**config.mk**
```make
export PLATFORM = sky130hd
export DESIGN_NAME = shift_exec_unit
export DESIGN_NICKNAME = d
export VERILOG_FILES = /design/src/rtl/shift_exec_unit.sv
export SDC_FILE = /design/constraint.sdc
export NUM_CORES = 1
export LEC_CHECK = 0
export ABC_CLOCK_PERIOD_IN_PS = 4360
export CORE_ASPECT_RATIO = 1.5
export CORE_UTILIZATION = 45
export CTS_BUF_LIST = sky130_fd_sc_hd__clkbuf_4 sky130_fd_sc_hd__clkbuf_8 sky130_fd_sc_hd__clkbuf_16
export CTS_CLUSTER_SIZE = 25
export DETAILED_ROUTE_END_ITERATION = 10
export REMOVE_ABC_BUFFERS = 1
export SLEW_MARGIN = 10
export SYNTH_ARGS = -nofsm -noshare
export SYNTH_HDL_FRONTEND = slang
export SYNTH_SLANG_ARGS = --single-unit
```
**constraint.sdc**
```tcl
create_clock -name clk -period 4.36 [get_ports clk]
set_input_delay 0.436 -clock clk [delete_from_list [all_inputs] [get_ports clk]]
set_output_delay 0.436 -clock clk [all_outputs]
set_load 0.02 [all_outputs]
```
**src/rtl/shift_exec_unit.sv**
```systemverilog
// shift_exec_unit: holds a shift request stable for SETTLE_CYCLES, then captures the selected SHL/SLR/SAR/ROR result.
// Optional feature macro SHIFT_FLAGS_EN enables the registered zero/carry flags.
module shift_exec_unit #(
  parameter int SETTLE_CYCLES = 4
) (
  input  logic        clk,
  input  logic        rst,
  input  logic        start,
  input  logic [1:0]  op,
  input  logic [4:0]  amount,
  input  logic [31:0] entry,
  output logic        busy,
  output logic        done,
  output logic [31:0] out,
  output logic        zero,
  output logic        carry
);
  typedef enum logic [1:0] {IDLE, SETTLE, DONE} state_t;
  state_t      r_state, w_next;
  logic [3:0]  r_cnt;
  logic [1:0]  r_op;
  logic [4:0]  r_amount;
  logic [31:0] r_entry, r_out;
  logic [31:0] w_shl, w_slr, w_sar, w_ror, w_res;
  logic        w_cap;
  assign w_shl = r_entry << r_amount;
  assign w_slr = r_entry >> r_amount;
  assign w_sar = $signed(r_entry) >>> r_amount;
  // A shift by 32 yields 0, so amount 0 leaves the operand intact.
  assign w_ror = (r_entry >> r_amount) | (r_entry << (6'd32 - {1'b0, r_amount}));
  assign w_res = r_op[1] ? (r_op[0] ? w_ror : w_sar) : (r_op[0] ? w_slr : w_shl);
  assign w_cap = (r_state == SETTLE) && (r_cnt == 4'd0);
  assign busy  = (r_state != IDLE);
  assign done  = (r_state == DONE);
  assign out   = r_out;
  always_ff @(posedge clk or posedge rst)
    if (rst) r_state <= IDLE;
    else r_state <= w_next;
  always_comb begin
    w_next = IDLE;
    case (r_state)
      IDLE:    w_next = start ? SETTLE : IDLE;
      SETTLE:  w_next = w_cap ? DONE : SETTLE;
      default: w_next = IDLE;
    endcase
  end
  always_ff @(posedge clk or posedge rst) begin
    if (rst) begin
      r_cnt    <= 4'd0;
      r_op     <= 2'd0;
      r_amount <= 5'd0;
      r_entry  <= 32'd0;
      r_out    <= 32'd0;
    end else begin
      if (r_state == IDLE && start) begin
        r_op     <= op;
        r_amount <= amount;
        r_entry  <= entry;
        r_cnt    <= 4'(SETTLE_CYCLES - 1);
      end else if (r_state == SETTLE && r_cnt != 4'd0) begin
        r_cnt <= r_cnt - 4'd1;
      end
      if (w_cap) r_out <= w_res;
    end
  end
`ifdef SHIFT_FLAGS_EN
  logic r_zero, r_carry, w_carry;
  // SHL carry is entry[32-n]; modulo-32 that index is simply -n.
  assign w_carry = (r_op == 2'b00) ? r_entry[5'd0 - r_amount] :
                   (r_op == 2'b11) ? w_ror[31] : r_entry[r_amount - 5'd1];
  always_ff @(posedge clk or posedge rst) begin
    if (rst) begin
      r_zero  <= 1'b0;
      r_carry <= 1'b0;
    end else if (w_cap) begin
      r_zero <= (w_res == 32'd0);
      if (r_amount != 5'd0) r_carry <= w_carry;
    end
  end
  assign zero  = r_zero;
  assign carry = r_carry;
`else
  assign zero  = 1'b0;
  assign carry = 1'b0;
`endif
endmodule
```
==> results of run 1 <==
==> cells in the final DEF (no fill, tap or decap), types with 14 or more instances in the layout <==
cell type and n:
nand2_1 192, nor2_1 120, mux2i_1 82, mux4_2 80, clkdlybuf4s50_1 75, dfrtp_1 73, a21oi_1 50, o21ai_0 49
buf_4 41, mux2_2 37, nor3_1 27, nand3_1 18, o211ai_1 14, nand2b_1 14, a31oi_1 14, a211oi_1 14
==> final timing paths <==
path,start,end
setup / recovery,r_amount[0]$_DFFE_PP0P_,out[30]$_DFFE_PP0P_
hold / removal,out[26]$_DFFE_PP0P_,out[26]$_DFFE_PP0P_
setup reg to reg,r_amount[0]$_DFFE_PP0P_,out[30]$_DFFE_PP0P_
hold reg to reg,out[26]$_DFFE_PP0P_,out[26]$_DFFE_PP0P_
max in group asynchronous,rst,out[0]$_DFFE_PP0P_
min in group asynchronous,rst,r_cnt[1]$_DFFE_PP0P_
==> worst max-delay path, cell delays in order (launching register included) <==
cell and delay, ns:
dfrtp_4 0.61, buf_12 0.43, buf_4 0.40, mux2_2 0.41, mux2_2 0.30, mux2i_1 0.19
mux2i_1 0.17, a22oi_1 0.80, a22oi_1 0.21
==> cells by family after synthesis <==
| logic type | share of synthesized area |
|---|---|
| AOI/OAI and AO/OA | 0.1951 |
| xor gates and xnor gates | 0.007015 |
| adders and majority gates | 0.002550 |
| buffers and inverters | 0.07805 |
| DFF | 0.1964 |
| muxes | 0.3315 |
| other | 0.0003822 |
| and+or+nand+nor | 0.1890 |
==> per-stage QoR <==
stage                     setup TNS (ns)  setup WS (ns)  utilization  std cells  hold slack [ns]
after CTS                              0          1.111       0.5122       1412           0.4827
after detailed placement               0          1.126       0.4989       1396           0.4637
after global routing                   0         0.5336       0.5122       1412           0.5269
after floorplan                   -76.56         -2.633            -       1008           0.5014
after global placement                 0          1.134       0.4989       1396           0.4586
final                                  0         0.5858       0.5124       1414           0.4824
==> Yosys cell counts (all sizes together), types with 8 or more instances <==
cell      n
dfrtp    77
o211ai   14
and3      8
nand2   192
a211oi   14
a21oi    50
nand2b   14
nor2    121
mux2i    86
nor3     27
o221ai   11
a22oi    11
buf      67
nor2b     8
o22ai    13
mux2     39
nand3    18
inv      13
clkbuf   62
a31oi    14
o311ai    8
mux4     84
o21ai    53
==> cell type report <==
| cell class | instances | area [µm²] | share of cell area |
|---|---|---|---|
| multi-input combinational | 917 | 7126 | 0.6551 |
| sequential | 77 | 1937 | 0.1781 |
| timing repair buffer | 120 | 1139 | 0.1047 |
| tap | 268 | 335.3 | 0.03083 |
| clock buffer | 9 | 225.2 | 0.02071 |
| clock inverter | 7 | 56.30 | 0.005177 |
| inverter | 14 | 53.80 | 0.004947 |
| antenna | 2 | 5.005 | 0.0004601 |
==> registers in the layout (all words and copies together) (netlist names) <==
signal and cells:
out 32, r_entry 32, r_amount 5, r_cnt 4
r_op 2, r_state 2
==> metal layers <==
| metal | vias to the layer above | wire length, µm |
|---|---|---|
| met4 | 4 | 4561 |
| met5 | - | 27 |
| met3 | 256 | 5451 |
| met2 | 878 | 21060 |
| met1 | 5087 | 16770 |
| li1 | 4284 | - |
==> metrics, run 1 <==
R2R Setup Slk=0.59 ns; Synth area leaders=dfrtp_1, mux4_2, mux2i_1; core area=about 21,000 µm²; post-route ant nets=0; Max Cap Viol=0; clock sinks=77; Detailed Routing Iterations Pass 1=8; syn avg cell area=8.636 µm²; Worst-path clk slew=0.07 ns; Layout Nets=roughly 1,200; # port buffers=75; met2 Resource Use GR=0.6560; Total GRT Usage=0.4423; clock buffer depth=2; CTS tree=built; Async S/R FF share, synth=1.000; Placement Cell Area=~11,000 µm²; most used routing layer=met2; met3 Use GR=0.1241; period utilization=0.8656; crit path DAT=slightly below 4 ns; detailed-route DRC error count=0; post-DR vias/cell=7.432; Worst slew margin=0.1172; Fmax achieved=between 0.2 and 0.3 GHz; largest net degree at the start of global routing=just over 100; Layout area overhead=10.87%; Layout fillers=2,053; Pins Over Slew Limit=0; # resized after CTS=0; first-pass GRT wire length=70,120 µm; unique cell type count in the Yosys netlist=85; met1 usage=0.5378; CP Launch Type=flop; DIE WIDTH=roughly 120 µm; RSZ-0062 raised after global routing=no; # IOs=78; post-DP HPWL=33,890 µm; postcts setup bufs=0; cell area after layout=10,880 µm²; status=complete, no violations; Synth Instances=1,136; share of layout cells above drive strength 1=0.1888; 1st-iter DRT viols=1,538; average wire per standard cell=approximately 34 µm; GRT overflow=0; critical-path maximum fanout=just over 70; chip height=182.8 µm; area share of the largest cell type after synthesis=0.1964; Root Buffer=clkbuf_16; routability cong.=1.083; vias in the first global route=9,909; post-cts hold buffer count=0; Initial Utilization=0.4622; vias post-DR=10,510; Final Skew=around 0.0089 ns; row count=65; Worst Max-Slew Pin Slew=roughly 1.3 ns; reg2reg path depth=8; htree depth=3; Critical Path RT=4.57 ns; Syn Std Cell Area=9811 µm²; CTS buffer count=9; Synth Register Bits=77; final hold vios=0; Top FF cell, synth=dfrtp_1; Yosys Warn Count=0; Post-Route WL=47,880 µm; initial antenna violation count=4; Worst Hold Class=flop to flop; CP Class=flop to flop; sequential-to-total area share from yosys stat=0.1964; Post-synth EDFFs=0; Die ar.=22,410 µm²; Final min period=3.774 ns; later-pin clock latency in the skew report=0.37 ns; Setup violations, final=0; cell taking the most area after synthesis=dfrtp_1; hold depth=2; critical path endpoint category=flop
Power of run 1 is left out: the tool's default activity adds up to more than one toggle a clock period on the data nets, which glitch-free logic cannot reach.
==> run 2: changes to the inputs <==
--- a/config.mk
+++ b/config.mk
@@ -7,10 +7,11 @@
 export LEC_CHECK = 0
 export ABC_CLOCK_PERIOD_IN_PS = 4360
 export CORE_ASPECT_RATIO = 1.5
-export CORE_UTILIZATION = 45
+export CORE_UTILIZATION = 55
 export CTS_BUF_LIST = sky130_fd_sc_hd__clkbuf_4 sky130_fd_sc_hd__clkbuf_8 sky130_fd_sc_hd__clkbuf_16
 export CTS_CLUSTER_SIZE = 25
 export DETAILED_ROUTE_END_ITERATION = 10
+export PLACE_DENSITY = 0.76
 export REMOVE_ABC_BUFFERS = 1
 export SLEW_MARGIN = 10
 export SYNTH_ARGS = -nofsm -noshare
==> run 2 against run 1 <==
  * The flow now finishes with violations (design-rule violations)
  * Register-to-register slack improved by 0.37 ns
  * Maximum frequency increased by 11%
  * Global-route usage increased by 4.4 points
  * Clock skew is 0.0052 ns higher
  * Design area decreased by 0.64%
  * Cell count shrank 4.0%
  * Worst hold slack worse by 0.0082 ns
  * Critical path type unchanged
  * Largest cell class unchanged
==> metrics, run 2 (same netlist as run 1, synthesis figures left out) <==
Register Area=1937 µm²; GRT overflow=0; hold depth=2; period utilization=0.7816; metal1 wirelength=15,080 µm; Final Util=0.6203; Max Cap Viol=0; Layout fillers=1,544; Placement Cell Area=10,470 µm²; Total GRT Usage=0.4864; critical path endpoint category=flop; Detailed Routing Iterations Pass 1=8; vias in the first global route=9,725; Root Buffer=clkbuf_16; post-cts hold buffer count=0; clock sinks=77; chip height=165.6 µm; setup TNS=0 ns; final hold vios=0; # port buffers=75; Setup violations, final=0; largest net degree at the start of global routing=approximately 110; post-route ant nets=0; Layout Nets=1,182; Layout area overhead=10.15%; Initial Utilization=0.5631; Worst Max-Slew Pin Slew=0.9258 ns; core area=17,420 µm²; postcts setup bufs=0; cell area after layout=10,810 µm²; commonest non-fill, non-tap cell in the layout=nand2_1; Reg2Reg Capture Point=out[9]$_DFFE_PP0P_; row count=59; routability cong.=about 1.1; Fmax achieved=0.2934 GHz; Worst-path clk slew=0.07 ns; 1st-iter DRT viols=1,506; Pins Over Slew Limit=0; # resized after CTS=0; failing checks=design-rule violations; Worst Hold Class=flop to flop; worst reg2reg startpoint=r_amount[3]$_DFFE_PP0P_; met3 wire length=between 5000 and 6000 µm; Die ar.=18,390 µm²; later-pin clock latency in the skew report=~0.36 ns; CP Class=flop to flop; top sig layer=met5; R2R Setup Slk=approximately 0.95 ns; average wire per standard cell=32.27 µm; RSZ-0062 raised after global routing=no; critical-path maximum fanout=31; Multi-input gate area=a little over 7000 µm²; Worst slew margin=0.3828; detailed-route DRC error count=8; clock buffer depth=2; Hold Path End=out[26]$_DFFE_PP0P_; worst setup margin=roughly 0.95 ns; CTS buffer count=9; first-pass GRT wire length=64,810 µm; CP Launch Type=flop; share of layout cells above drive strength 1=0.1864; worst hold start=out[26]$_DFFE_PP0P_; htree depth=3; post-DR vias/cell=7.652; initial antenna violation count=3; reg2reg path depth=7; post-DP HPWL=~31,000 µm; Critical Path RT=roughly 4.6 ns; crit path DAT=3.62 ns; met2 wire len=19,360 µm; status=finished, violations left; Post-Route WL=between 40,000 and 50,000 µm; # IOs=78; Final Skew=between 0.01 and 0.015 ns; CTS tree=built; Final min period=3.408 ns; pre-CTS WS=about 1.3 ns; vias post-DR=about 10,000; DIE WIDTH=111.1 µm; most frequent cells in the layout=nand2_1, nor2_1, mux2i_1
-- run 2: layout make-up --
type                    instances  area share
clock buffers                  11     0.02281
multi-input cells             917      0.6591
clock inverters                 5    0.007526
repair buffers                119      0.1012
inverters                      14    0.004979
flip-flops and latches         77      0.1792
well taps                     213     0.02466
diodes                          2   0.0004631
-- run 2: per-stage QoR --
step | hold slack, ns | std cells
6_report | 0.4742 | 1358
5_1_grt | 0.5041 | 1356
4_1_cts | 0.4757 | 1356
3_5_place_dp | 0.4602 | 1340
3_3_place_gp | 0.4667 | 1340
2_1_floorplan | 0.5014 | 1008
-- run 2: worst max path at each step --
stage,depth (start not counted),slack (ns),startpoint,to
6_report,7,0.95,r_amount[3]$_DFFE_PP0P_,out[9]$_DFFE_PP0P_
5_1_grt,8,0.91,r_amount[1]$_DFFE_PP0P_,out[30]$_DFFE_PP0P_
4_1_cts,7,1.31,r_amount[1]$_DFFE_PP0P_,out[30]$_DFFE_PP0P_
3_5_place_dp,7,1.31,r_amount[1]$_DFFE_PP0P_,out[30]$_DFFE_PP0P_
3_3_place_gp,7,1.33,r_amount[1]$_DFFE_PP0P_,out[30]$_DFFE_PP0P_
2_1_floorplan,8,-2.63,r_amount[0]$_DFFE_PP0P_,out[22]$_DFFE_PP0P_
-- run 2: per-layer routing --
layer  global-route usage  vias up
li1                     -     4279
met2               0.7547      889
met1               0.5882     4955
met5                    0        -
met3               0.1248      267
met4               0.3612        2
-- run 2: worst max-delay path, cell delays in order (launching register included) --
cell and delay [ns]:
dfrtp_2 0.60, buf_4 0.31, inv_2 0.60, buf_4 0.34, mux2i_1 0.27, nand2_1 0.23
a32oi_1 0.75, a21oi_1 0.13
Power of run 2 is left out for the same reason.
==> run 3: changes to the inputs <==
--- a/config.mk
+++ b/config.mk
@@ -5,13 +5,13 @@
 export SDC_FILE = /design/constraint.sdc
 export NUM_CORES = 1
 export LEC_CHECK = 0
-export ABC_CLOCK_PERIOD_IN_PS = 4360
+export ABC_CLOCK_PERIOD_IN_PS = 2800
 export CORE_ASPECT_RATIO = 1.5
 export CORE_UTILIZATION = 55
 export CTS_BUF_LIST = sky130_fd_sc_hd__clkbuf_4 sky130_fd_sc_hd__clkbuf_8 sky130_fd_sc_hd__clkbuf_16
 export CTS_CLUSTER_SIZE = 25
 export DETAILED_ROUTE_END_ITERATION = 10
-export PLACE_DENSITY = 0.76
+export PLACE_DENSITY = 0.79
 export REMOVE_ABC_BUFFERS = 1
 export SLEW_MARGIN = 10
 export SYNTH_ARGS = -nofsm -noshare
==> constraint.sdc (replaced) <==
create_clock -name clk -period 2.8 [get_ports clk]
set_input_delay 0.28 -clock clk [delete_from_list [all_inputs] [get_ports clk]]
set_output_delay 0.28 -clock clk [all_outputs]
set_load 0.02 [all_outputs]
==> run 3 against run 2 <==
  * Largest cell class unchanged
  * Sequential cell count did not move
  * Critical endpoint is now out[25]$_DFFE_PP0P_
  * Highest routed layer unchanged
  * The flow finishes with violations (design-rule violations, negative setup slack)
  * Worst hold slack got worse by 0.20 ns
  * Global-route usage rose by 4.7 points
  * Setup slack worse by 1.0 ns
  * Die area did not move
  * Count of clock-buffer cells in the layout down 1
  * Non-clock buffer count increased by 93
==> metrics, run 3 (same netlist as run 1, synthesis figures left out) <==
status=finished, violations left; failing checks=design-rule violations, negative setup slack; routability cong.=approximately 1.1; Final min period=between 2 and 3 ns; Critical path origin=r_amount[0]$_DFFE_PP0P_; critical path endpoint category=flop; setup TNS=-0.1079 ns; critical-path maximum fanout=8; Worst Max-Slew Pin Slew=0.9534 ns; Detailed Routing Iterations Pass 1=11; row count=59; Reg2Reg Capture Point=out[25]$_DFFE_PP0P_; reg2reg path depth=8; CP peak stage delay=about 0.63 ns; CTS tree=built; Max Cap Viol=0; largest net degree at the start of global routing=57; CP Launch Type=flop; R2R Setup Slk=-0.06 ns; Root Buffer=clkbuf_16; commonest non-fill, non-tap cell in the layout=nand2_1; worst setup margin=-0.05590 ns; Layout area overhead=19.77%; vias post-DR=11,030; Worst-path clk slew=0.07 ns; Fmax achieved=0.3502 GHz; clock sinks=77; clock buffer depth=2; crit-path cells=inv_2, ha_1, nor3b_2, xnor2_1, nor2_1, buf_4, a32oi_1, a22oi_1; htree depth=3; pre-CTS WS=-0.2733 ns; DIE WIDTH=111.1 µm; first-pass GRT wire length=roughly 70,000 µm; CTS buffer count=9; Worst Hold Class=primary input to asynchronous set/reset pin; share of layout cells above drive strength 1=0.2557; Total GRT Usage=0.5338; Final Skew=0.01155 ns; average wire per standard cell=33.15 µm; crit path DAT=3.13 ns; 1st-iter DRT viols=1,810; initial antenna violation count=3; post-DP HPWL=roughly 36,000 µm; # IOs=78; postcts setup bufs=0; n_diodes=0; Setup violations, final=5; GRT overflow=0; final hold vios=0; later-pin clock latency in the skew report=0.36 ns; vias in the first global route=10,650; detailed-route DRC error count=4; post-DR vias/cell=7.611; Pins Over Slew Limit=0; Layout Nets=1,275; RSZ-0062 raised after global routing=no; period utilization=1.020; most frequent cells in the layout=nand2_1, nor2_1, buf_4; crit path max-delay cell type=nor2_1; Initial Utilization=0.5631; CP Class=flop to flop; # port buffers=75; Die ar.=between 15,000 and 20,000 µm²; Worst slew margin=0.3606; Critical Path RT=3.07 ns; chip height=165.6 µm; core area=about 17,000 µm²; Post-Route WL=48,040 µm; post-route ant nets=0; worst reg2reg startpoint=r_amount[0]$_DFFE_PP0P_
run 3: critical path: cells and delay by family (launching register included):
kind,cells,cell delay (ns)
xor+xnor,1,0.15
flops,1,0.57
compound gates,2,0.38
fa+ha+maj,1,0.19
buf+inv,2,0.38
simple gates,2,1.09
run 3: worst max-delay path by stage:
stage                     endpoint  slack, ns  cells past startpoint
6_report       out[25]$_DFFE_PP0P_      -0.06                      8
3_5_place_dp   out[28]$_DFFE_PP0P_      -0.27                      7
4_1_cts         out[8]$_DFFE_PP0P_       0.02                      8
2_1_floorplan  out[22]$_DFFE_PP0P_      -4.19                      8
5_1_grt        out[19]$_DFFE_PP0P_      0.002                     11
3_3_place_gp   out[28]$_DFFE_PP0P_      -0.28                      7
run 3: per-stage QoR:
stage,std cells,util,hold WS [ns],cell area (µm²)
after global routing,1449,0.6744,0.3183,11750
after detailed placement,1434,0.6525,0.4760,11370
after CTS,1450,0.6710,0.2798,11690
final,1449,0.6744,0.2694,11750
after floorplan,1008,-,0.3854,9101
after global placement,1434,0.6525,0.4712,11370
run 3: cell type report:
cell class	instances	area (µm²)
Clock buffer	10	232.7
Clock inverter	6	86.33
Fill cell	1416	5672
Inverter	14	53.80
Multi-Input combinational cell	917	7179
Sequential cell	77	1937
Tap cell	213	266.5
Timing Repair Buffer	212	1994
run 3: timing repair:
item                       4_1_cts  5_1_grt
hold buffers                     0        0
pin swaps                        0        2
gates resized for setup          2       16
setup endpoints to repair        8       13
gates cloned                     0        0
run 3: per-layer routing:
metal  GRT usage  vias to the layer above  wire length (µm)
met1      0.6032                     5161             15440
met2      0.8208                     1081             20730
met3      0.1690                      324              6670
met4      0.4693                        4              5169
li1            -                     4458                 -
met5           0                        -                27
Power of run 3 is left out for the same reason.
